[config.mk]
export PLATFORM = sky130hd
export DESIGN_NAME = loc_code_gen
export DESIGN_NICKNAME = d
export VERILOG_FILES = /design/src/rtl/loc_code_pkg.sv /design/src/rtl/gold_lfsr11.sv /design/src/rtl/loc_code_gen.sv
export SDC_FILE = /design/constraint.sdc
export NUM_CORES = 1
export LEC_CHECK = 0
export BUFFER_PORTS_ARGS = -buffer_cell sky130_fd_sc_hd__buf_2
export CORE_UTILIZATION = 54
export CTS_CLUSTER_SIZE = 25
export DETAILED_ROUTE_END_ITERATION = 8
export PLACE_DENSITY = 0.83
export SYNTH_ARGS = -nofsm -noshare
export SYNTH_HDL_FRONTEND = slang
export SYNTH_HIERARCHICAL = 1
export SYNTH_SLANG_ARGS = --single-unit
[constraint.sdc]
create_clock -name rx_clk -period 4.6 [get_ports rx_clk]
set_clock_uncertainty 0.1 [all_clocks]
set_input_delay 0.92 -clock rx_clk [delete_from_list [all_inputs] [get_ports rx_clk]]
set_output_delay 0.92 -clock rx_clk [all_outputs]
set_load 0.005 [all_outputs]
[src/rtl/loc_code_pkg.sv]
`default_nettype none
// +----------------------------------------------------------------------+
// | loc_code_pkg                                                         |
// | Shared constants, LFSR feedback masks and FSM encoding for the B1    |
// | local code generator.                                                |
// | Revision: 1.0                                                        |
// +----------------------------------------------------------------------+
package loc_code_pkg;

    localparam int          CODE_LEN_DFLT  = 2046;
    localparam logic [10:0] LFSR_INIT_DFLT = 11'b01010101010;

    // Bit k of a state or mask is LFSR stage k+1; stage 11 is the output.
    localparam logic [10:0] G1_MASK = 11'h7C1;  // stages 1,7,8,9,10,11
    localparam logic [10:0] G2_MASK = 11'h59F;  // stages 1,2,3,4,5,8,9,11

    typedef enum logic [1:0] {
        ST_IDLE = 2'd0,
        ST_LOAD = 2'd1,
        ST_RUN  = 2'd2
    } state_t;

    // Stage value selected by a 1-based tap; out-of-range taps read as 0.
    function automatic logic tap_bit(input logic [10:0] s, input logic [3:0] tap);
        tap_bit = 1'b0;
        for (int k = 0; k < 11; k++) begin
            if (tap == 4'(k + 1)) begin
                tap_bit = s[k];
            end
        end
    endfunction

endpackage
`default_nettype wire

[src/rtl/gold_lfsr11.sv]
`default_nettype none
// +----------------------------------------------------------------------+
// | gold_lfsr11                                                          |
// | 11-stage Fibonacci LFSR with synchronous load; exposes next state.   |
// | Revision: 1.0                                                        |
// +----------------------------------------------------------------------+
module gold_lfsr11
    import loc_code_pkg::*;
#(
    parameter logic [10:0] INIT = LFSR_INIT_DFLT,
    parameter logic [10:0] MASK = G1_MASK
) (
    input  logic        clk,
    input  logic        rst_n,
    input  logic        load,
    input  logic        step,
    output logic [10:0] state_nxt
);

    logic [10:0] r_state;

    always_comb begin
        state_nxt = r_state;
        if (load) begin
            state_nxt = INIT;
        end else if (step) begin
            state_nxt = {r_state[9:0], ^(r_state & MASK)};
        end
    end

    always_ff @(posedge clk or negedge rst_n) begin
        if (!rst_n) begin
            r_state <= INIT;
        end else begin
            r_state <= state_nxt;
        end
    end

endmodule
`default_nettype wire

[src/rtl/loc_code_gen.sv]
`default_nettype none
// +----------------------------------------------------------------------+
// | loc_code_gen                                                         |
// | B1 local replica: Gold code + chip NCO + optional BOC(1,1) carrier.  |
// | Revision: 1.0                                                        |
// +----------------------------------------------------------------------+
module loc_code_gen
    import loc_code_pkg::*;
#(
    parameter int          CODE_LEN       = CODE_LEN_DFLT,
    parameter int          NCO_WIDTH      = 32,
    parameter int          CHIP_IDX_WIDTH = 11,
    parameter int          PRD_CNT_WIDTH  = 16,
    parameter bit          BOC_EN         = 1'b0,
    parameter logic [10:0] LFSR_INIT      = LFSR_INIT_DFLT
) (
    input  logic                      rx_clk,
    input  logic                      rx_rst_n,
    input  logic [NCO_WIDTH-1:0]      cfg_fcw,
    input  logic [NCO_WIDTH-1:0]      cfg_init_phs,
    input  logic [3:0]                cfg_g2_tap_a,
    input  logic [3:0]                cfg_g2_tap_b,
    input  logic                      ctl_start,
    input  logic                      ctl_stop,
    output logic                      tx_valid,
    output logic                      tx_loc_boc,
    output logic                      tx_prn_sop,
    output logic                      tx_prn_eop,
    output logic [CHIP_IDX_WIDTH-1:0] tx_chip_idx,
    output logic [PRD_CNT_WIDTH-1:0]  tx_prd_cnt,
    output logic                      tx_busy
);

    localparam logic [CHIP_IDX_WIDTH-1:0] CHIP_LAST = CHIP_IDX_WIDTH'(CODE_LEN - 1);

    state_t                    r_state;
    state_t                    w_state_nxt;
    logic [NCO_WIDTH-1:0]      r_nco;
    logic [NCO_WIDTH-1:0]      w_nco_nxt;
    logic [3:0]                r_tap_a;
    logic [3:0]                r_tap_b;
    logic [3:0]                w_tap_a_nxt;
    logic [3:0]                w_tap_b_nxt;
    logic [CHIP_IDX_WIDTH-1:0] w_chip_nxt;
    logic [PRD_CNT_WIDTH-1:0]  w_prd_nxt;
    logic [10:0]               w_g1_nxt;
    logic [10:0]               w_g2_nxt;
    logic                      w_load;
    logic                      w_run;
    logic                      w_carry;
    logic                      w_wrap;
    logic                      w_step;
    logic                      w_run_nxt;
    logic                      w_sop_nxt;
    logic                      w_eop_nxt;
    logic                      w_code_nxt;
    logic                      w_boc_nxt;

    always_comb begin
        w_state_nxt = r_state;
        case (r_state)
            ST_IDLE: begin
                if (ctl_start) begin
                    w_state_nxt = ST_LOAD;
                end
            end
            ST_LOAD: begin
                w_state_nxt = ST_RUN;
            end
            ST_RUN: begin
                if (ctl_start) begin
                    w_state_nxt = ST_LOAD;
                end else if (ctl_stop) begin
                    w_state_nxt = ST_IDLE;
                end
            end
            default: begin
                w_state_nxt = ST_IDLE;
            end
        endcase
    end

    // Carry-out of nco + fcw is detected as fcw > ~nco, avoiding a wide sum.
    always_comb begin
        w_load      = (r_state == ST_LOAD);
        w_run       = (r_state == ST_RUN);
        w_carry     = w_run && (cfg_fcw > ~r_nco);
        w_wrap      = w_carry && (tx_chip_idx == CHIP_LAST);
        w_step      = w_carry && (tx_chip_idx != CHIP_LAST);
        w_nco_nxt   = r_nco;
        w_chip_nxt  = tx_chip_idx;
        w_tap_a_nxt = r_tap_a;
        w_tap_b_nxt = r_tap_b;
        if (w_load) begin
            w_nco_nxt   = cfg_init_phs;
            w_chip_nxt  = '0;
            w_tap_a_nxt = cfg_g2_tap_a;
            w_tap_b_nxt = cfg_g2_tap_b;
        end else if (w_run) begin
            w_nco_nxt = r_nco + cfg_fcw;
            if (w_wrap) begin
                w_chip_nxt = '0;
            end else if (w_step) begin
                w_chip_nxt = tx_chip_idx + CHIP_IDX_WIDTH'(1);
            end
        end

        // Look-ahead end of period: last chip and the following add carries.
        w_run_nxt = (w_state_nxt == ST_RUN);
        w_eop_nxt = w_run_nxt && (w_chip_nxt == CHIP_LAST) && (cfg_fcw > ~w_nco_nxt);
        w_sop_nxt = w_run_nxt && (w_load || w_wrap);

        w_prd_nxt = tx_prd_cnt;
        if (w_load) begin
            w_prd_nxt = '0;
        end else if (w_eop_nxt) begin
            w_prd_nxt = tx_prd_cnt + PRD_CNT_WIDTH'(1);
        end

        w_code_nxt = tap_bit(w_g1_nxt, 4'd11)
                   ^ tap_bit(w_g2_nxt, w_tap_a_nxt)
                   ^ tap_bit(w_g2_nxt, w_tap_b_nxt);
        w_boc_nxt  = w_run_nxt && !(w_code_nxt ^ (BOC_EN & w_nco_nxt[NCO_WIDTH-1]));
    end

    gold_lfsr11 #(
        .INIT (LFSR_INIT),
        .MASK (G1_MASK)
    ) u_g1 (
        .clk       (rx_clk),
        .rst_n     (rx_rst_n),
        .load      (w_load || w_wrap),
        .step      (w_step),
        .state_nxt (w_g1_nxt)
    );

    gold_lfsr11 #(
        .INIT (LFSR_INIT),
        .MASK (G2_MASK)
    ) u_g2 (
        .clk       (rx_clk),
        .rst_n     (rx_rst_n),
        .load      (w_load || w_wrap),
        .step      (w_step),
        .state_nxt (w_g2_nxt)
    );

    always_ff @(posedge rx_clk or negedge rx_rst_n) begin
        if (!rx_rst_n) begin
            r_state     <= ST_IDLE;
            r_nco       <= '0;
            r_tap_a     <= '0;
            r_tap_b     <= '0;
            tx_valid    <= 1'b0;
            tx_loc_boc  <= 1'b0;
            tx_prn_sop  <= 1'b0;
            tx_prn_eop  <= 1'b0;
            tx_chip_idx <= '0;
            tx_prd_cnt  <= '0;
            tx_busy     <= 1'b0;
        end else begin
            r_state     <= w_state_nxt;
            r_nco       <= w_nco_nxt;
            r_tap_a     <= w_tap_a_nxt;
            r_tap_b     <= w_tap_b_nxt;
            tx_valid    <= w_run_nxt;
            tx_loc_boc  <= w_boc_nxt;
            tx_prn_sop  <= w_sop_nxt;
            tx_prn_eop  <= w_eop_nxt;
            tx_chip_idx <= w_chip_nxt;
            tx_prd_cnt  <= w_prd_nxt;
            tx_busy     <= (w_state_nxt != ST_IDLE);
        end
    end

endmodule
`default_nettype wire
Yosys cells after proc, flatten, opt, wreduce, memory -nomap -nowiden
Cells that the tools add are included.

Flip-flop bits (word level): 96. Output and inout bits: 32. Logic and storage cells: 106.

$add $sub $neg: 3. Magnitude comparators: 2. Eq/ne operators: 28. Multiplexer cells: 40. Bitwise logic cells: 4. Reductions and logical operators: 15.

Operators with widths (count): $mux W11 (8); $gt A32 B32 Y1 (2); $mux W32 (2); $not A32 Y32 (2); $add A32 B32 Y32 (1); $eq A4 B3 Y1 const B (8); $eq A4 B4 Y1 const B (8); $mux W16 (2); $eq A11 B11 Y1 const B (2); $mux W1 (22); $reduce_xor A11 Y1 (2); $add A16 B1 Y16 const B (1); $eq A4 B2 Y1 const B (4); $add A11 B1 Y11 const B (1); $ne A11 B11 Y1 const B (1); $eq A4 B1 Y1 const B (2); $mux W4 (2); $logic_and A1 B1 Y1 (7); $mux W2 (3); $pmux W2 S3 (1); $reduce_bool A2 Y1 (3); $eq A2 B2 Y1 const B (2); $eq A2 B1 Y1 const B (1); $logic_not A2 Y1 (1); 3 further kinds (4).

Depth between registers and ports, before layout
Gate-level depths: netlist (run 1).

Depth in word-level cells: 21. Gate-level depth with buffers: 23. Gate-level depth less buffers: 21.

By module
The synthesis (run 1) kept the hierarchy.

Modules (own cells, without submodules): loc_code_gen (instances 1, cells an instance 797, area an instance 6885.4 µm², sequential area each 1851.8 µm²); gold_lfsr11 at u_g2 (instances 1, cells an instance 41, area an instance 525.5 µm², sequential area each 281.5 µm²); gold_lfsr11 at u_g1 (instances 1, cells an instance 40, area an instance 503.0 µm², sequential area each 281.5 µm²).

Least setup slack after synthesis (run 1)
Ideal clock, no wire load.

Path type: input to register. Start point: input port cfg_fcw[0]. End point: register tx_prd_cnt[11]. Arrival time: 5.348 ns. Data required time: 4.421 ns. Slack: -0.928 ns. Stages on the path: 23. Path through: ha_1 -> fa_1 -> a21o_1 -> a21oi_1 -> o21bai_1 -> a2111o_1 -> a31o_2 -> a211oi_1 -> o21ai_0 -> mux2i_1 -> nor2_1 -> ha_1 -> nand4_1 -> nor2_1 -> and3_1 -> nand3_1 -> a21oi_1 -> a211oi_1 -> or4_1 -> buf_2 -> buf_6 -> nor4_4 -> mux2i_1.

RTL lines: start: declaration (RTL line loc_code_gen.sv:19) `input logic [NCO_WIDTH-1:0] cfg_fcw,`; $add A32 B32 Y32 (RTL line loc_code_gen.sv:100) `w_nco_nxt = r_nco + cfg_fcw;`; $mux W32 (RTL line loc_code_gen.sv:99) `end else if (w_run) begin`; $mux W32 (RTL line loc_code_gen.sv:94) `if (w_load) begin`; via w_nco_nxt[26] (RTL line loc_code_gen.sv:39) `logic [NCO_WIDTH-1:0] w_nco_nxt;`; $not A32 Y32 (RTL line loc_code_gen.sv:110) `w_eop_nxt = w_run_nxt && (w_chip_nxt == CHIP_LAST) && (cfg_fcw > ~w_nco_nxt);`; $gt A32 B32 Y1 (RTL line loc_code_gen.sv:110); $logic_and A1 B1 Y1 (RTL line loc_code_gen.sv:110); $reduce_bool A2 Y1 (no line); end signal: assignment (RTL line loc_code_gen.sv:171) `tx_prd_cnt <= w_prd_nxt;`; end: declaration (RTL line loc_code_gen.sv:30) `output logic [PRD_CNT_WIDTH-1:0] tx_prd_cnt,`.

The timed path passes the listed nets, and every way through them passes these cells. A chain may end at the register's enable or synchronous reset.

Worst setup path after layout (run 1)
Start point: input port cfg_fcw[0]. End point: register tx_prd_cnt[10].

The elaborated chain is that of the path after synthesis.

==> results.json, run 1 <==
{
  "status": "finished, violations left",
  "violations": "negative setup slack",
  "drtPass1Iterations": 7,
  "critPathLaunch": "cfg_fcw[0]",
  "die_area_um2": 15100,
  "postSynthAreaPerCell_um2": 9.01,
  "antenna_found_initial": 0,
  "grt_max_degree": 80,
  "met3_usage": 0.0577,
  "slew_headroom": 0.296,
  "p_leak_nw": 5.38,
  "synthArstFlopShare": 1.00,
  "coreArea_um2": 14100,
  "port_buffers": 107,
  "drv_cap": 0,
  "cts.sinks": 96,
  "track_usage": 0.336,
  "io_pins": 108,
  "vias_per_cell": 6.36,
  "clk_pin_slew_ns": 0.08,
  "synth_top_area_cell": "dfrtp_1",
  "setup_viol": 18,
  "syn_to_final_growth_pct": 39.6,
  "row_count": 43,
  "fin_cells": 1354,
  "routed_wl_um": 26900,
  "worst_pin_slew_ns": 1.06,
  "yosysSeqAreaShare": 0.305,
  "slew_viol_final": 0,
  "cts_root_buf": "clkbuf_16",
  "fillers": 824,
  "reg2regPathDepth": 23,
  "max_freq_mhz": 175,
  "critical_path_class": "input port to flip-flop",
  "drcViolationCount": 0,
  "endpoint": "tx_prd_cnt[10]$_DFFE_PN0P_",
  "worstSkewPairLatency_ns": 0.37,
  "busiest_layer": "met2",
  "start_kind": "input port",
  "setup_slack_ns": -1.12,
  "hp-class": "flip-flop to flip-flop",
  "grt-ovfl-total": 0,
  "ys_ff_latch": 96,
  "rsz0062_at_grt": "true",
  "switching_power_mw": 2.25,
  "rrSetupSlack_ns": -0.92,
  "timing.rr.start": "r_nco[0]$_DFF_PN0_",
  "period_needed_ns": 5.72,
  "wl_per_cell_um": 19.8,
  "cts_buffer_depth": 2,
  "worstSetupEndpointType": "flip-flop",
  "cts-buffers-inserted": 9,
  "layout.nets": 1314,
  "die_h_um": 123,
  "synth.distinct_cells": 79,
  "final_util": 0.784,
  "power_frac_comb": 0.615,
  "finalHoldViolCount": 0,
  "gr-usage-met2": 0.567,
  "total_power_mw": 5.51,
  "fp.dieW_um": 123,
  "yosys_warnings": 6,
  "antenna_left": 0,
  "syn_inst": 878,
  "dr.first_iter.drc_count": 943,
  "seq_power_share": 0.227,
  "dp_cells": 1311,
  "rr_endpoint": "tx_prd_cnt[10]$_DFFE_PN0P_",
  "clkPwrFrac": 0.158,
  "vias": 8615,
  "dpl.hpwl_um": 16800,
  "drive_gt1_frac": 0.377,
  "power_density_nw_per_um2": 499,
  "gp_congestion": 0.927,
  "crit_arrival_ns": 5.88,
  "grt_first_pass_wirelength_um": 39900,
  "syn_area_um2": 7910,
  "cts_tree": "built",
  "antenna_cells": 0,
  "use_met1": 0.416,
  "cp_max_fo": 8,
  "hold_buffers": 0,
  "synth.area.top_cells": "dfrtp_1 (27%), ha_1 (11%), mux2i_1 (7.1%)",
  "peakVddDrop_uv": 305,
  "syn_nets": 1023,
  "p_int_mw": 3.26,
  "synth_top_area_frac": 0.272,
  "start_util": 0.561,
  "worstPathRequired_ns": 4.77,
  "grt_pass1_vias": 8423,
  "swShare": 0.409,
  "cts_htree_levels": 3,
  "final.period_utilization": 1.24,
  "synth_edf_count": 0,
  "synthFlopType": "dfrtp_1"
}
==> registers in the layout, indices dropped and copies added (netlist names), 2 cells and up <==
signal        cells
tx_chip_idx      11
tx_prd_cnt       16
r_tap_a           4
u_g2/r_state     11
r_nco            32
r_tap_b           4
r_state           2
u_g1/r_state     11
==> cell usage after synthesis, types with 5 or more instances <==
library cell	number
a31oi_1	10
o21a_1	9
buf_2	7
inv_1	27
nand4_1	24
mux2i_1	56
ha_1	68
dfrtp_1	86
nor2b_1	21
nand3_1	26
xor2_1	17
o21bai_1	7
nor4_4	8
and3_1	11
a21oi_1	53
or2_2	5
mux2_2	10
a211oi_1	15
clkbuf_1	18
a21o_1	27
nor3_1	14
o21ai_0	44
o22ai_1	12
xnor2_1	15
nor2_1	62
nand2_1	71
nor4_1	7
a211o_1	10
buf_1	9
o211ai_1	11
dfstp_2	10
nand2b_1	26
==> how the worst min path moves through the flow <==
stage	start	endpoint	slack, ns	cells after the start
finish	u_g1/r_state[4]$_DFF_PN0_	u_g1/r_state[5]$_DFF_PN1_	0.40	1
global placement	u_g1/r_state[4]$_DFF_PN0_	u_g1/r_state[5]$_DFF_PN1_	0.38	1
floorplan	r_tap_a[3]$_DFF_PN0_	r_tap_a[3]$_DFF_PN0_	0.35	2
global route	u_g1/r_state[2]$_DFF_PN0_	u_g1/r_state[3]$_DFF_PN1_	0.41	1
detailed placement	u_g1/r_state[2]$_DFF_PN0_	u_g1/r_state[3]$_DFF_PN1_	0.38	1
CTS	u_g1/r_state[2]$_DFF_PN0_	u_g1/r_state[3]$_DFF_PN1_	0.40	1
==> cells by family (layout without fill, tap and decap cells) <==
logic type      Yosys count  after routing  share of synthesized area
simple gates            312            312                      0.223
fa+ha+maj                69             69                      0.110
xor+xnor                 35             35                     0.0440
mux                      66             66                     0.0851
buf+inv                  66            362                     0.0353
compound gates          234            234                      0.198
flops                    96             96                      0.305
==> critical path, cell delays in order <==
cell      delay (ns)
buf_8           0.10
ha_4            0.16
fa_2            0.35
a21o_1          0.18
a21oi_2         0.14
o21bai_1        0.11
a2111o_1        0.44
buf_6           0.15
a31oi_4         0.18
o21ai_2         0.09
o41ai_2         0.24
mux2i_1         0.26
nor2_1          0.10
ha_1            0.32
nand4_1         0.24
nor2_2          0.25
nand3_4         0.11
a21oi_4         0.15
a211oi_4        0.07
or4_4           0.48
buf_12          0.18
buf_4           0.14
nor4_4          0.18
mux2i_1         0.30
==> layout by cell type (no fill, tap or decap), types with 5 or more instances in the layout <==
cell         n
buf_4      201
buf_2      104
dfrtp_1     84
nand2_1     71
ha_1        60
nor2_1      57
mux2i_1     55
a21oi_1     42
o21ai_0     31
a21o_1      27
inv_1       27
nand2b_1    26
nand3_1     24
nand4_1     24
nor2b_1     21
xor2_1      17
xnor2_1     14
nor4_4      14
nor3_1      11
o22ai_1     11
a211oi_1    11
o211ai_1    11
mux2_2      10
a211o_1     10
o21ai_1     10
and3_1      10
dfstp_2     10
clkbuf_16    9
a21oi_2      8
o21a_1       8
a31oi_1      8
buf_6        7
o21bai_1     6
ha_4         6
nor2_2       5
buf_12       5
==> stage by stage <==
| step | worst slack [ns] | cell area, um2 | hold slack, ns | setup TNS, ns |
|---|---|---|---|---|
| final | -1.12 | 11000 | 0.398 | -15.31 |
| after CTS | -0.766 | 10700 | 0.399 | -11.51 |
| after global placement | -1.07 | 10100 | 0.375 | -17.97 |
| after detailed placement | -1.31 | 10100 | 0.382 | -20.94 |
| after floorplan | -0.631 | 8130 | 0.354 | -9.46 |
| after global routing | -1.24 | 11000 | 0.413 | -17.76 |
==> layer usage <==
metal | routed length, um | vias up
met5 | 0 | -
li1 | - | 3855
met4 | 1250 | 0
met3 | 2040 | 139
met1 | 10500 | 4116
met2 | 13000 | 505
==> layout make-up <==
type                    instances  area [um2]  share of cell area
repair buffers                319        2250               0.204
flip-flops and latches         96        2420               0.219
multi-input cells             716        5730               0.518
clock inverters                 6        97.6             0.00883
clock buffers                  10         229              0.0207
well taps                     180         225              0.0204
inverters                      27         101             0.00917
==> power by group through the flow <==
stage,Clock [mW],Combinational (mW),Sequential [mW]
after floorplan,0,1.80,1.21
after global placement,0,2.80,1.24
after detailed placement,0,2.90,1.25
after CTS,0.856,3.03,1.24
after global routing,0.905,3.63,1.27
final,0.873,3.39,1.25
==> what timing repair did <==
action / CTS / global route
pin swaps: 6 / 37
gates cloned: 1 / 0
setup buffers: 13 / 13
gates resized for setup: 24 / 58
endpoints found under the hold margin: 0 / 0
setup endpoints to repair: 18 / 18
No activity file was read; power rests on OpenSTA's default activity.
==> run 2: changes to the inputs <==
--- a/config.mk
+++ b/config.mk
@@ -9,7 +9,9 @@
 export CORE_UTILIZATION = 54
 export CTS_CLUSTER_SIZE = 25
 export DETAILED_ROUTE_END_ITERATION = 8
+export GPL_ROUTABILITY_DRIVEN = 0
 export PLACE_DENSITY = 0.83
+export REMOVE_ABC_BUFFERS = 1
 export SYNTH_ARGS = -nofsm -noshare
 export SYNTH_HDL_FRONTEND = slang
 export SYNTH_HIERARCHICAL = 1
==> run 2 against run 1 <==
The flow still finishes with violations (negative setup slack). Wire length increased by 3.0%. Register-to-register slack improved by 0.07 ns. Combinational power increased by 4%.
==> results.json, run 2 (synthesis results as in run 1) <==
{
  "status": "finished, violations left",
  "violations": "negative setup slack",
  "final_util": 0.805,
  "cts_htree_levels": 3,
  "drive_gt1_frac": 0.393,
  "cts-buffers-inserted": 9,
  "crit_arrival_ns": 5.83,
  "start_util": 0.561,
  "cts_buffer_depth": 2,
  "track_usage": 0.346,
  "cts_root_buf": "clkbuf_16",
  "grt_pass1_vias": 8446,
  "grt_max_degree": 82,
  "rrSetupSlack_ns": -0.85,
  "power_density_nw_per_um2": 492,
  "hold_buffers": 0,
  "whs_path_depth": 1,
  "cts_tree": "built",
  "io_pins": 108,
  "worstPathRequired_ns": 4.76,
  "slew_viol_final": 0,
  "max_freq_mhz": 176,
  "swShare": 0.408,
  "cts.sinks": 96,
  "largest_reg_flops": 32,
  "worstSetupEndpointType": "flip-flop",
  "switching_power_mw": 2.28,
  "met3_usage": 0.0793,
  "worstSkewPairLatency_ns": 0.37,
  "worstHoldStart": "u_g1/r_state[2]$_DFF_PN0_",
  "power_frac_comb": 0.629,
  "vias_per_cell": 6.37,
  "drcViolationCount": 0,
  "reg_top3": "r_nco x32, tx_prd_cnt x16",
  "dp_cells": 1316,
  "holdWs_ns": 0.391,
  "total_power_mw": 5.59,
  "peakVddDrop_uv": 316,
  "dr.first_iter.drc_count": 885,
  "row_count": 43,
  "slew_headroom": 0.312,
  "antenna_found_initial": 0,
  "busiest_layer": "met2",
  "finalHoldViolCount": 0,
  "p_int_mw": 3.31,
  "setup_slack_ns": -1.07,
  "routed_wl_um": 27700,
  "final_cell_mix": "buf_4 (208), buf_2 (101), dfrtp_1 (84)",
  "layout.nets": 1338,
  "fin_area_um2": 11300,
  "reg2regPathDepth": 25,
  "final.period_utilization": 1.23,
  "cp_max_fo": 4,
  "p_leak_nw": 5.52,
  "die_area_um2": 15100,
  "min_to": "u_g1/r_state[3]$_DFF_PN1_",
  "antenna_left": 0,
  "vias": 8772,
  "antenna_cells": 0,
  "clkPwrFrac": 0.143,
  "tns_ns": -17.08,
  "rr_endpoint": "tx_prd_cnt[12]$_DFFE_PN0P_",
  "hp-class": "flip-flop to flip-flop",
  "grt_first_pass_wirelength_um": 40500,
  "dpl.hpwl_um": 16400,
  "seq_power_share": 0.228,
  "drv_cap": 0,
  "port_buffers": 107,
  "clk_pin_slew_ns": 0.07,
  "fp.dieW_um": 123,
  "die_h_um": 123,
  "gr-usage-met2": 0.590,
  "use_met1": 0.408,
  "wl_per_cell_um": 20.1,
  "rsz0062_at_grt": "true",
  "top_register": "r_nco",
  "syn_to_final_growth_pct": 43.4,
  "post_dp_cell_area_um2": 9980,
  "grt-ovfl-total": 0,
  "setup_viol": 19,
  "critical_path_class": "input port to flip-flop",
  "drtPass1Iterations": 5,
  "layout_commonest_cell": "buf_4",
  "dp_worst_setup_slack_ns": -1.61,
  "period_needed_ns": 5.67,
  "timing.rr.start": "r_nco[0]$_DFF_PN0_",
  "start_kind": "input port",
  "coreArea_um2": 14100,
  "fin_cells": 1378,
  "worst_pin_slew_ns": 1.03
}
==> run 2: cell count changes in the layout (fill, tap and decap cells not counted), sizes merged <==
cell	delta
buf	+24
bufinv	-1
clkinv	+1
clkinvlp	+1
inv	-1
==> run 2: area by class of cell <==
class                   count  area [um2]
clock inverters             6        65.1
clock buffers              10         239
well taps                 180         225
fillers                   767        2750
flip-flops and latches     96        2420
repair buffers            343        2520
multi-input cells         716        5780
inverters                  27         101
==> run 2: worst max-delay path: stages <==
cell and delay, ns:
buf_8 0.10, ha_4 0.16, buf_4 0.12, a211o_1 0.30, a2111oi_4 0.34, buf_4 0.17
nor2_1 0.06, a31oi_1 0.17, buf_4 0.17, o221ai_2 0.12, a31oi_1 0.30, o21ai_1 0.16
xnor2_1 0.25, a21oi_2 0.10, ha_1 0.31, nand4_1 0.11, nor2_2 0.20, and3_4 0.24
nand3_4 0.08, a21oi_4 0.16, a211oi_4 0.07, or4_4 0.47, buf_12 0.16, buf_4 0.13
nor4_4 0.15, mux2i_1 0.29
==> run 2: repair_timing <==
item                       4_1_cts  5_1_grt
pin swaps                       48       50
gates cloned                     1        0
setup endpoints to repair       18       19
setup buffers                   28       22
gates resized for setup         84       50
==> run 2: worst max path at each step <==
stage | end | slack, ns | start
floorplan | tx_prd_cnt[10]$_DFFE_PN0P_ | -1.88 | r_state[0]$_DFF_PN0_
global placement | tx_prd_cnt[9]$_DFFE_PN0P_ | -1.44 | cfg_fcw[0]
detailed placement | tx_prd_cnt[10]$_DFFE_PN0P_ | -1.61 | cfg_fcw[0]
CTS | tx_prd_cnt[12]$_DFFE_PN0P_ | -0.80 | cfg_fcw[0]
global route | tx_prd_cnt[12]$_DFFE_PN0P_ | -1.26 | cfg_fcw[0]
finish | tx_prd_cnt[12]$_DFFE_PN0P_ | -1.07 | cfg_fcw[0]
==> run 2: power groups by stage <==
stage / registers, mW / logic, mW / clock network (mW)
after floorplan: 1.22 / 1.68 / 0
after global placement: 1.23 / 2.74 / 0
after detailed placement: 1.24 / 2.82 / 0
after CTS: 1.24 / 3.13 / 0.796
after global routing: 1.29 / 3.76 / 0.836
final: 1.27 / 3.52 / 0.799
==> run 2: per-layer routing <==
metal / share of wire / wire [um]
met1: 0.39 / 10900
met2: 0.48 / 13100
met3: 0.075 / 2090
met4: 0.056 / 1560
met5: 0 / 0
